==> config.mk <==
export PLATFORM = sky130hd
export DESIGN_NAME = cylon_btn_conditioner
export DESIGN_NICKNAME = d
export VERILOG_FILES = /design/src/rtl/cylon_btn_conditioner.sv
export SDC_FILE = /design/constraint.sdc
export NUM_CORES = 1
export LEC_CHECK = 0
export BUFFER_PORTS_ARGS = -buffer_cell sky130_fd_sc_hd__buf_2
export CAP_MARGIN = 25
export CORE_ASPECT_RATIO = 1.4
export CORE_MARGIN = 2
export CORE_UTILIZATION = 35
export DETAILED_ROUTE_END_ITERATION = 10
export HOLD_SLACK_MARGIN = 0.02
export PLACE_DENSITY = 0.6
export SYNTH_ARGS = -nofsm -noshare
export SYNTH_HDL_FRONTEND = slang
export SYNTH_SLANG_ARGS = --single-unit
==> constraint.sdc <==
create_clock -name clk -period 15.2 [get_ports clk]
set_clock_uncertainty 0.05 [all_clocks]
set_input_delay 3.04 -clock clk [delete_from_list [all_inputs] [get_ports clk]]
set_output_delay 3.04 -clock clk [all_outputs]
set_load 0.03 [all_outputs]
==> src/rtl/cylon_btn_conditioner.sv <==
// Purpose : synchronise, debounce and auto-repeat the raw board buttons feeding the cylon control FSM.
// Latency : raw change first sampled at edge 0 appears on level/press/release at edge DEBOUNCE_CYCLES+1.
// Backpr. : none; strobes are single-cycle pulses with no handshake, every button runs independently.
module cylon_btn_conditioner #(
    parameter int unsigned NUM_BTN             = 4,
    parameter logic [28:0] DEBOUNCE_CYCLES     = 29'd1000000,
    parameter logic [28:0] REPEAT_DELAY_CYCLES = 29'd50000000,
    parameter logic [28:0] REPEAT_RATE_CYCLES  = 29'd10000000
) (
    input  logic               clk,
    input  logic               rst,
    input  logic [NUM_BTN-1:0] btn_raw,
    output logic [NUM_BTN-1:0] btn_level,
    output logic [NUM_BTN-1:0] btn_press,
    output logic [NUM_BTN-1:0] btn_release,
    output logic [NUM_BTN-1:0] btn_repeat
);

    // Terminal counts; counters compare for equality and clear, so they never wrap.
    localparam logic [28:0] DB_LAST    = DEBOUNCE_CYCLES - 29'd1;
    localparam logic [28:0] DELAY_LAST = REPEAT_DELAY_CYCLES - 29'd1;
    localparam logic [28:0] RATE_LAST  = REPEAT_RATE_CYCLES - 29'd1;
    localparam bit          REPEAT_EN  = (REPEAT_DELAY_CYCLES != 29'd0);

    typedef enum logic [1:0] {
        REP_IDLE  = 2'd0,
        REP_DELAY = 2'd1,
        REP_RATE  = 2'd2
    } rep_state_t;

    logic [NUM_BTN-1:0] sync1_q;
    logic [NUM_BTN-1:0] sync2_q;

    // Two-flop synchroniser; only the second stage is used downstream.
    always_ff @(posedge clk or posedge rst) begin
        if (rst) begin
            sync1_q <= '0;
            sync2_q <= '0;
        end else begin
            sync1_q <= btn_raw;
            sync2_q <= sync1_q;
        end
    end

    for (genvar g = 0; g < NUM_BTN; g++) begin : g_btn
        logic        level_q, level_d;
        logic        press_q, press_d;
        logic        release_q, release_d;
        logic        repeat_q, repeat_d;
        logic [28:0] db_cnt_q, db_cnt_d;
        logic [28:0] rep_cnt_q, rep_cnt_d;
        rep_state_t  rep_st_q, rep_st_d;

        // Debounce: accept the synchronised value only after it differs from the level for DEBOUNCE_CYCLES cycles.
        always_comb begin
            level_d   = level_q;
            db_cnt_d  = db_cnt_q;
            press_d   = 1'b0;
            release_d = 1'b0;
            if (sync2_q[g] == level_q) begin
                db_cnt_d = '0;
            end else if (db_cnt_q == DB_LAST) begin
                level_d   = sync2_q[g];
                db_cnt_d  = '0;
                press_d   = sync2_q[g];
                release_d = ~sync2_q[g];
            end else begin
                db_cnt_d = db_cnt_q + 29'd1;
            end
        end

        // Repeat FSM: release wins over everything so a repeat never coincides with a release.
        always_comb begin
            rep_st_d  = rep_st_q;
            rep_cnt_d = rep_cnt_q;
            repeat_d  = 1'b0;
            if (release_d) begin
                rep_st_d  = REP_IDLE;
                rep_cnt_d = '0;
            end else begin
                case (rep_st_q)
                    REP_IDLE: begin
                        if (press_d && REPEAT_EN) begin
                            rep_st_d  = REP_DELAY;
                            rep_cnt_d = '0;
                        end
                    end
                    REP_DELAY: begin
                        if (rep_cnt_q == DELAY_LAST) begin
                            repeat_d  = 1'b1;
                            rep_cnt_d = '0;
                            rep_st_d  = REP_RATE;
                        end else begin
                            rep_cnt_d = rep_cnt_q + 29'd1;
                        end
                    end
                    REP_RATE: begin
                        if (rep_cnt_q == RATE_LAST) begin
                            repeat_d  = 1'b1;
                            rep_cnt_d = '0;
                        end else begin
                            rep_cnt_d = rep_cnt_q + 29'd1;
                        end
                    end
                    default: begin
                        rep_st_d  = REP_IDLE;
                        rep_cnt_d = '0;
                    end
                endcase
            end
        end

        // Per-button state and registered outputs.
        always_ff @(posedge clk or posedge rst) begin
            if (rst) begin
                level_q   <= 1'b0;
                press_q   <= 1'b0;
                release_q <= 1'b0;
                repeat_q  <= 1'b0;
                db_cnt_q  <= '0;
                rep_cnt_q <= '0;
                rep_st_q  <= REP_IDLE;
            end else begin
                level_q   <= level_d;
                press_q   <= press_d;
                release_q <= release_d;
                repeat_q  <= repeat_d;
                db_cnt_q  <= db_cnt_d;
                rep_cnt_q <= rep_cnt_d;
                rep_st_q  <= rep_st_d;
            end
        end

        assign btn_level[g]   = level_q;
        assign btn_press[g]   = press_q;
        assign btn_release[g] = release_q;
        assign btn_repeat[g]  = repeat_q;
    end

endmodule

### Word-level counts from Yosys, hierarchy flattened

Cells that the tools add are included.
Widths: inputs -> output; s select.

* add/sub/neg operators: 8
* equality and inequality tests: 36
* multiplexer cells: 76
* bitwise gates (word level): 8
* reduce and logical (&&, ||, !) cells: 12

Operators with widths (count)
* $mux 29: 24
* $pmux 29 s3: 4
* $add 29x1->29 const B: 8
* $eq 29x20->1 const B: 4
* $eq 29x24->1 const B: 4
* $eq 29x26->1 const B: 4
* $mux 1: 28
* $mux 2: 12
* $ne 3x3->1 const B: 8
* $pmux 2 s3: 4
* $reduce_and 3->1: 4
* $eq 2x1->1 const B: 4
* $eq 2x2->1 const B: 4
* $logic_not 2->1: 4
* $ne 2x2->1 const B: 4
* $not 1->1: 8
* $pmux 1 s2: 4
* $reduce_and 2->1: 4
* $eq 1x1->1: 4

* flip-flop bits (word level): 264
* input port bits: 6
* output and inout bits: 16
* logic and storage cells: 170

### Longest topological paths before layout

* word-level depth: 6
* depth in mapped cells: 8

### Worst setup path after synthesis

OpenSTA, ideal clock, no wires.

* path type: flip-flop to output port
* start point: register g_btn[2].level_q
* end point: output port btn_level[2]
* arrival: 581 ps
* path slack: 11529 ps
* stages on the path, launching flop included: 2
* path buffers: 1
* cells stage by stage: dfrtp_1 > buf_4

RTL lines
* from (decl): RTL line 46 `logic level_q, level_d;`
* from (signal assigned): RTL line 124 `level_q <= level_d;`
* to (decl): RTL line 13 `output logic [NUM_BTN-1:0] btn_level,`

No word-level cell between the ends.

### Worst setup path in the final report

* start point: register g_btn[2].level_q
* end point: output port btn_level[2]

No word-level cell between the ends.

==> metrics <==
worst skew pair latency=approximately 0.56 ns; Syn Inst Count=1538; num rows=86; Worst-path clk slew=0.06 ns; die height=241 microns; hold worst-path end=sync2_q[0]; Final setup viols=0; f_max=around 230 MHz; routed vias/inst=5.35; total number of vias=11200; post_cts resized=0; WP buf/inv=1; largest net degree at the start of global routing=around 120; Die W=roughly 170 microns; max-slew violations=0; Tmin final=4.31 ns; hold path startpoint=sync1_q[0]; Slew @ Worst Pin=1.04 ns; ant diodes=0; largest family of logic cells by synthesized area=simple AND/OR/NAND/NOR gates; DRT Pass-1 Iters=5; Synth Net Count=between 1500 and 2000; Setup crit end kind=primary output; Port Buffers=21; Synth Area in Adders=2.14%; MaxCap Viol Count=0; largest cells by area after synthesis=dfrtp_1 47%, nand3_1 4.8%, nor2_1 4.7%, nand2_1 4.2%, xnor2_1 3.7%; Post-synth EDFFs=0; final net count=about 1600; Fillers=a little under 4000; vias in the first global route=11300; Syn Area/Cell=9.13 sq um; sequential area share after synthesis=47.0%; complex-gate fraction of the synthesized area=between 10% and 20%; Main synth FF type=dfrtp_1; Routed wire per std cell=14.8 microns; r2r endpoint=g_btn[0].rep_cnt_q[11]; Peak VDD IR=~67 uV; Mapped Area=between 10000 and 15000 sq um; Hold Slack=0.287 ns; IO Count=22; RD Place Congestion=0.814; Reg area=6610 sq um; sinks on the clock net=264; r2r startpoint=g_btn[0].db_cnt_q[6]; synth unique cells=61; Tcrit/Tclk final=28.4%; postcts setup bufs=0; clk buf depth=3; crit start category=register; Num CTS Buffers=29; flop2flop setup slack=~12 ns; die area=about 42000 sq um; first-pass GRT wire length=54.3 mm; CTS tree=built; H-tree depth=1; dpl cell area=14700 sq um; cell accounting for the most synthesized area=dfrtp_1; Cell Int Power=0.00113 W; critical path class=register to primary output; layout cell share with drive strength beyond 1=7.07%; Multi-input gate area=7010 sq um; CP max stage delay=0.42 ns; outcome=finished clean; Async S/R FF share, synth=100%; Comb pwr share=1.9%; critical path, cell by cell=buf_2; critical path's slowest cell=dfrtp_1; Switching Share=22.4%; Synth top area share=between 40 and 50%; antenna violations before repair=0; Worst EP required=between 10 and 15 ns; setup TNS=0 ns; Post-Synth XOR/XNOR Area=slightly below 7%; gr usage total=between 10% and 20%; Static Leakage=6.33 nW; worst relative slew slack=29.9%; total core area=39500 sq um; Final Hold Fails=0; Initial Util=35.6%; synthesis warning total=0; final WL=a little over 30 mm; total grt overflow=0; antenna viol nets, final=0; Register-to-Register Path Depth=7; P per Cell Area=92.8 nW/um^2; post-synthesis mux area share=0.534%; hold path depth=0; clock power share=about half; unrepaired setup endpoints after global routing=false; area delta synth->final=11.7%; Worst Path Max Fanout=6; cell area after layout=15700 sq um; arrival time worst endpoint=1.22 ns; min-delay worst type=register to register; 1st-iter DRT viols=660; HPWL Detailed=20.5 mm; CTS Hold Bufs=0; Net Sw Power=0.000325 W; sequential power share=48.7%; synthesized flop and latch total=264; clk root buf=clkbuf_16; simple-gate area share of the yosys netlist=30.3%; delay-heaviest family, CP=flip-flops; DRC Markers=0
per-layer routing:
| metal | share of wire (%) | global-route usage, % |
|---|---|---|
| met2 | 51 | 28.0 |
| met4 | 2.3 | 5.14 |
| met5 | 0 | 0 |
| met1 | 44 | 18.3 |
| met3 | 2.9 | 2.00 |
synthesized netlist by cell type, drive strengths merged, types with 18 or more instances:
master and number:
a22o 21, dfrtp 264, nand3 136, and4 19, nor3 43, ha 24, nor2 175, buf 19
xnor2 59, nand2 157, or3 51, and3 24, nor4 34, inv 41, clkbuf 40, o31ai 18
xor2 49, and2 29, a21oi 29, nand4 70, o21ai 70, a21o 19
sequential cells by signal, indices dropped and copies added, names as in the netlist:
name / count
sync2_q: 4
g_btn.press_q: 4
g_btn.rep_st_q: 8
g_btn.release_q: 4
g_btn.repeat_q: 4
g_btn.rep_cnt_q: 116
sync1_q: 4
g_btn.level_q: 4
g_btn.db_cnt_q: 116
worst max-delay path by stage:
stage                      from                     end  slack, ns  cells past startpoint
2_1_floorplan               rst    g_btn[0].db_cnt_q[0]       4.84                      1
3_3_place_gp                rst   g_btn[2].db_cnt_q[15]      10.22                      3
3_5_place_dp                rst   g_btn[2].db_cnt_q[12]      10.22                      3
4_1_cts                     rst   g_btn[3].rep_cnt_q[2]      10.83                      3
5_1_grt                     rst  g_btn[0].rep_cnt_q[18]      10.75                      3
6_report       g_btn[2].level_q            btn_level[2]      10.89                      1
through the flow:
stage               util (%)  total power (W)  cells  setup slack (ns)
floorplan                  -         0.000742   1538              4.84
global placement        37.1         0.000750   2041             10.22
detailed placement      37.2         0.000751   2043             10.22
CTS                     39.6          0.00148   2096             10.83
global route            39.7          0.00151   2098             10.75
finish                  39.7          0.00146   2098             10.89
power by group through the flow:
stage               clock, W  sequential (W)  combinational (W)
floorplan                  0        0.000722          0.0000195
global placement           0        0.000722          0.0000274
detailed placement         0        0.000723          0.0000289
CTS                 0.000745        0.000709          0.0000290
global route        0.000771        0.000710          0.0000333
finish              0.000718        0.000710          0.0000280
cell usage in the layout (no fill, tap or decap), types with 24 or more instances in the layout:
cell type / n
a21oi_1: 28
and2_1: 24
and3_1: 24
clkbuf_16: 29
dfrtp_1: 264
ha_1: 24
inv_1: 40
nand2_1: 157
nand3_1: 136
nand4_1: 70
nor2_1: 175
nor3_1: 43
nor4_1: 34
o21ai_0: 64
or3_1: 51
xnor2_1: 59
xor2_1: 49
cells by family (layout without fill, tap and decap cells):
group                      count (synthesis)  count (layout)
and+or+nand+nor                          820             820
DFF                                      264             264
AOI/OAI and AO/OA                        215             215
xor gates and xnor gates                 108             108
buffers and inverters                    100             132
adders and majority gates                 24              24
muxes                                      7               7
cell type report:
| cell class | count | share of cell area (%) |
|---|---|---|
| Multi-Input combinational cell | 1174 | 44.7 |
| Timing Repair Buffer | 38 | 1.79 |
| Clock inverter | 15 | 0.917 |
| Tap cell | 528 | 4.21 |
| Clock buffer | 38 | 5.29 |
| Inverter | 41 | 1.03 |
| Sequential cell | 264 | 42.1 |
Note: power is estimated with default switching activity, not from simulation.
